### config.mk
export PLATFORM = sky130hd
export DESIGN_NAME = pipe_ifq
export DESIGN_NICKNAME = d
export VERILOG_FILES = /design/src/rtl/pipe_ifq_pkg.sv /design/src/rtl/pipe_ifq_ram.sv /design/src/rtl/pipe_ifq.sv
export SDC_FILE = /design/constraint.sdc
export NUM_CORES = 1
export LEC_CHECK = 0
export ABC_CLOCK_PERIOD_IN_PS = 2150
export BUFFER_PORTS_ARGS = -buffer_cell sky130_fd_sc_hd__buf_2
export CORE_MARGIN = 2
export CORE_UTILIZATION = 35
export DETAILED_ROUTE_END_ITERATION = 10
export HOLD_SLACK_MARGIN = 0.08
export PLACE_DENSITY = 0.63
export SYNTH_ARGS = -nofsm -noshare
export SYNTH_HDL_FRONTEND = slang
export SYNTH_SLANG_ARGS = --single-unit
export TNS_END_PERCENT = 10
### constraint.sdc
create_clock -name Clk -period 2.15 [get_ports Clk]
set_input_delay 0.43 -clock Clk [delete_from_list [all_inputs] [get_ports Clk]]
set_output_delay 0.43 -clock Clk [all_outputs]
set_load 0.02 [all_outputs]
### src/rtl/pipe_ifq_pkg.sv
// rtl/pipe_ifq_pkg.sv - shared CPU constants: opcodes, IF queue depth and NOP encoding
package pipe_ifq_pkg;

    // Default instruction queue depth and the word shown to ID when the queue is empty.
    localparam int          IFQ_DEPTH = 4;
    localparam logic [31:0] NOP_INST  = 32'h0000_0000;

    typedef enum logic [5:0] {
        OP_RTYPE = 6'h00,
        OP_J     = 6'h02,
        OP_JAL   = 6'h03,
        OP_BEQ   = 6'h04,
        OP_BNE   = 6'h05,
        OP_ADDI  = 6'h08,
        OP_ANDI  = 6'h0c,
        OP_ORI   = 6'h0d,
        OP_LUI   = 6'h0f,
        OP_LW    = 6'h23,
        OP_SW    = 6'h2b
    } opcode_e;

    // One queue entry: PC+4 in the upper word, instruction in the lower word.
    typedef struct packed {
        logic [31:0] pc4;
        logic [31:0] inst;
    } ifq_entry_t;

    function automatic logic [5:0] inst_opcode(input logic [31:0] inst);
        return inst[31:26];
    endfunction

endpackage

### src/rtl/pipe_ifq_ram.sv
// rtl/pipe_ifq_ram.sv - DEPTH x 64 entry storage, one write port, one async read port
module pipe_ifq_ram
    import pipe_ifq_pkg::*;
#(
    parameter int DEPTH = IFQ_DEPTH,
    parameter int AW    = $clog2(DEPTH)
) (
    input  logic          clk,     // rising-edge write clock
    input  logic          rst_n,   // async active-low, clears every slot
    input  logic          we,      // write enable
    input  logic [AW-1:0] waddr,   // write slot
    input  ifq_entry_t    wdata,   // entry to store
    input  logic [AW-1:0] raddr,   // read slot
    output ifq_entry_t    rdata    // combinational read data
);

    ifq_entry_t mem_q [DEPTH];
    ifq_entry_t mem_d [DEPTH];

    always_comb begin
        mem_d = mem_q;
        if (we) begin
            mem_d[waddr] = wdata;
        end
    end

    always_ff @(posedge clk or negedge rst_n) begin
        if (!rst_n) begin
            mem_q <= '{default: '0};
        end else begin
            mem_q <= mem_d;
        end
    end

    assign rdata = mem_q[raddr];

endmodule

### src/rtl/pipe_ifq.sv
// rtl/pipe_ifq.sv - show-ahead instruction fetch queue between IF and ID stages
module pipe_ifq
    import pipe_ifq_pkg::*;
#(
    parameter int          DEPTH = IFQ_DEPTH,
    parameter logic [31:0] NOP   = NOP_INST
) (
    input  logic                     Clk,      // sole clock
    input  logic                     Clrn,     // async active-low reset
    input  logic                     F_Valid,  // fetch offers an entry
    input  logic [31:0]              F_Pc4,    // offered PC+4
    input  logic [31:0]              F_Inst,   // offered instruction
    output logic                     F_Ready,  // queue can accept
    input  logic                     Wirid,    // ID consumes head entry
    input  logic                     Flush,    // redirect: discard everything
    output logic                     D_Valid,  // head entry valid
    output logic [31:0]              D_Pc4,    // head PC+4
    output logic [31:0]              D_Inst,   // head instruction
    output logic [$clog2(DEPTH):0]   Count     // occupancy
);

    localparam int PW = $clog2(DEPTH);
    localparam int CW = PW + 1;

    logic [PW-1:0] wr_ptr_q, wr_ptr_d;
    logic [PW-1:0] rd_ptr_q, rd_ptr_d;
    logic [CW-1:0] count_q,  count_d;

    logic       push;
    logic       pop;
    ifq_entry_t wr_entry;
    ifq_entry_t rd_entry;

    // Ready depends only on registered occupancy, so a full queue never
    // accepts in the same cycle that ID frees a slot.
    assign F_Ready = (count_q < CW'(DEPTH));
    assign D_Valid = (count_q != '0);
    assign Count   = count_q;

    assign push = F_Valid && F_Ready && !Flush;
    assign pop  = Wirid && D_Valid && !Flush;

    assign wr_entry.pc4  = F_Pc4;
    assign wr_entry.inst = F_Inst;

    always_comb begin
        wr_ptr_d = wr_ptr_q;
        rd_ptr_d = rd_ptr_q;
        count_d  = count_q;
        if (Flush) begin
            wr_ptr_d = '0;
            rd_ptr_d = '0;
            count_d  = '0;
        end else begin
            // Pointers are power-of-two wide, so +1 wraps DEPTH-1 -> 0 naturally.
            if (push) begin
                wr_ptr_d = wr_ptr_q + PW'(1);
            end
            if (pop) begin
                rd_ptr_d = rd_ptr_q + PW'(1);
            end
            if (push && !pop) begin
                count_d = count_q + CW'(1);
            end else if (pop && !push) begin
                count_d = count_q - CW'(1);
            end
        end
    end

    always_ff @(posedge Clk or negedge Clrn) begin
        if (!Clrn) begin
            wr_ptr_q <= '0;
            rd_ptr_q <= '0;
            count_q  <= '0;
        end else begin
            wr_ptr_q <= wr_ptr_d;
            rd_ptr_q <= rd_ptr_d;
            count_q  <= count_d;
        end
    end

    pipe_ifq_ram #(
        .DEPTH (DEPTH)
    ) u_ram (
        .clk   (Clk),
        .rst_n (Clrn),
        .we    (push),
        .waddr (wr_ptr_q),
        .wdata (wr_entry),
        .raddr (rd_ptr_q),
        .rdata (rd_entry)
    );

    // Stale slot contents are masked so ID sees a clean NOP bubble when empty.
    assign D_Pc4  = D_Valid ? rd_entry.pc4  : 32'h0;
    assign D_Inst = D_Valid ? rd_entry.inst : NOP;

endmodule
==> flow_summary.toml <==
[run_status]
status = "finished with violations"
violations = "setup timing"

[timing]
fin_ws_ps = -433.2
slew_headroom_pct = 66.78
fin_crit_ps = 2583
finalHoldViolations = 0
worstMarginPinSlew_ps = 498.3
min_period_over_period_pct = 120.1
setup_viol = 65
maxSlewViolCount = 0
finalSetupTns_ps = -24800
clock_skew_ps = 12.18
max_freq_mhz = 387.1
rsz0062_at_grt = "yes"
whs_ps = 156.8

[min_path]
hp-class = "primary input to register"
holdCritStartpoint = "F_Pc4[3]"
hold_depth = 2
whs_endpoint = "u_ram.mem_q[227]$_DFFE_PN0P_"

[placed_design]
place_congestion = 0.6945
dp.cells = 1331
dpl.hpwl_um = 17230
place_area_mm2 = 0.01416
io_buffers = 137

[floorplanning]
core_mm2 = 0.03652
ios = 138
start_util_pct = 35.48
die-width_um = 196.4
fp.dieArea_mm2 = 0.03858
placementRows = 70
die_h_um = 196.4

[worst_setup_path]
critPathSlowestCell = "mux4_2"
worstSetupPathType = "register to primary output"
ff2ff_path_depth = 7
worstReg2RegEnd = "Count[2]$_DFFE_PN0P_"
cpMostUsedCell = "buf_6"
cp-end-kind = "primary output"
slowest_delay_ps = 490
arrival_ps = 2150
crit_chain = "buf_6 > buf_6 > mux4_2 > and2_1 > buf_2"
worst_ep_required_time_ps = 1720
crit_path_start_kind = "register"
worst-path-buf-inv = 3
crit_path_max_fanout = 4
reg2reg_setup_slack_ps = 270
r2r-start = "Count[2]$_DFFE_PN0P_"
cp_top_family = "multiplexers"

[pwr]
power_density_mw_per_mm2 = 1405
p_leak_nw = 7.109
ir_drop_mv = 0.5749

[global_routing]
grt.total_usage_pct = 14.90
grt_overflow = 0
antenna_found_initial = 2
grt_pass1_wl_um = 45360
use_met1_pct = 21.66
met3_usage_pct = 2.704
grt_util_met2_pct = 23.33
grt_pass1_vias = 7617
grt_max_degree = 58
grt.busiest_layer = "met2"

[finish]
fin_util_pct = 43.21
drive_above_1_share_pct = 64.05
multiInputGateArea_mm2 = 0.005838
nNetsFinal = 979
area_growth_pct = 21.78
fin_cells = 1399
nFillCells = 3227
final_cell_area_mm2 = 0.01578
seq_area_mm2 = 0.006590

[clock_network]
cts_buffers = 30
cts_tree = "built"
cts_buffer_depth = 3
clock-sinks = 263
htreeDepth = 1
path_clk_slew_ps = 60
cts_root_buf = "clkbuf_16"
clk-insertion-delay-late_ps = 550

[detailed_routing]
dr.pass1.iters = 4
num_vias = 6839
drc = 0
finalWirelength_um = 28830
postRouteAntennaNets = 0
drt_iter0_drc = 373
wire_per_inst_um = 20.60
vias_per_cell = 4.888

[logic_synthesis]
async_reset_ff_share_pct = 100.0
synth_top_area_cell = "dfrtp_1"
synth.yosys.seq_area_share_pct = 50.79
synth_nets = 821
yosys.area.top_type_share_pct = 50.79
synth_edf_count = 0
syn_area_mm2 = 0.01296
syn_avg_cell_area_um2 = 17.35
ys_ff_latch = 263
ys.flop_type = "dfrtp_1"
post_synth_num_cell_types = 36
synth_warnings = 0
synth_cells = 747
netlist_top_cells_area = "dfrtp_1 51%, mux2_4 21%, mux4_2 11%, mux2_2 6.6%, buf_12 3.2%"

[flow_run]
maxCapViolCount = 0
## repair_timing
action                                  CTS  global route
endpoints found under the setup margin   65            65
pin swaps                                 0             4
gates resized for setup                  20           105
hold buffers                              1             0
gates cloned                              0             6
endpoints found under the hold margin    44             0
setup buffers                             0             3
## report_power, final
group / switching [mW] / internal [mW]
Combinational: 3.22 / 5.46
Clock: 2.09 / 3.35
Sequential: 1.10 / 6.96
Total: 6.41 / 15.8
## flip-flops by register name, summed over array words and instances, names as in the netlist
signal / cells
wr_ptr_q: 2
Count: 3
rd_ptr_q: 2
u_ram.mem_q: 256
## layout make-up
class / count / share of cell area, %
multi-input cells: 428 / 37.00
clock inverters: 14 / 1.158
well taps: 468 / 3.711
flip-flops and latches: 263 / 41.76
clock buffers: 42 / 5.622
diodes: 2 / 0.03172
repair buffers: 177 / 10.60
inverters: 5 / 0.1189
## cells in the mapped netlist (2+ instances only)
cell type and instances:
xnor2_1 2, buf_4 6, buf_12 21, mux2_4 180
inv_1 5, nand3_1 2, nor2_1 4, mux4_2 64
mux2_2 76, a21oi_1 3, dfrtp_1 263, and2_1 64
clkbuf_1 9, ha_1 4, nand2_1 5, buf_2 7
xor2_1 3, buf_6 6, nor2b_1 2, o21ai_0 3
and2_4 3
## placed cells by master, fill, tap and decap left out, types with 4 or more instances in the layout
cell / n
dfrtp_1: 260
mux2_4: 180
buf_2: 100
mux2_2: 76
mux4_2: 64
and2_4: 39
buf_6: 39
clkbuf_16: 35
and2_1: 28
buf_12: 25
clkbuf_8: 7
clkinv_2: 6
inv_1: 5
nand2_1: 5
nor2_1: 4
ha_1: 4
bufinv_16: 4
clkbuf_1: 4
## metrics by stage
stage / total power, mW / worst slack (ps)
3_3_place_gp: 15.49 / 99.59
5_1_grt: 23.41 / -506.7
6_report: 22.17 / -433.2
4_1_cts: 21.44 / -503.1
3_5_place_dp: 15.67 / 105.6
2_1_floorplan: 13.61 / 184.3
## worst max path at each step
stage | depth (start not counted) | slack [ps] | start | end
2_1_floorplan | 4 | 180 | Count[0]$_DFFE_PN0P_ | D_Inst[0]
3_3_place_gp | 4 | 100 | rd_ptr_q[0]$_DFFE_PN0P_ | D_Inst[25]
3_5_place_dp | 4 | 110 | rd_ptr_q[0]$_DFFE_PN0P_ | D_Inst[25]
4_1_cts | 4 | -500 | rd_ptr_q[0]$_DFFE_PN0P_ | D_Inst[25]
5_1_grt | 5 | -510 | rd_ptr_q[0]$_DFFE_PN0P_ | D_Pc4[18]
6_report | 5 | -430 | rd_ptr_q[0]$_DFFE_PN0P_ | D_Pc4[31]
## layer usage
layer  vias to the layer above  wire length, um
met3                        35             1305
met2                       138            13120
li1                       3029                -
met1                      3637            13960
met4                         0              437
met5                         -                0
## kinds of logic (layout without fill, tap and decap cells)
group	Yosys count	after routing	synth area share (%)
XOR/XNOR	5	5	0.3380
adder cells (fa/ha/maj)	5	5	0.5408
other	0	2	0
flip-flops	263	263	50.79
AO/OA/AOI/OAI	11	11	0.5310
AND/OR/NAND/NOR	86	86	4.210
buffers and inverters	56	238	4.925
multiplexers	321	321	38.66
Power figures use the tool's default switching activity.
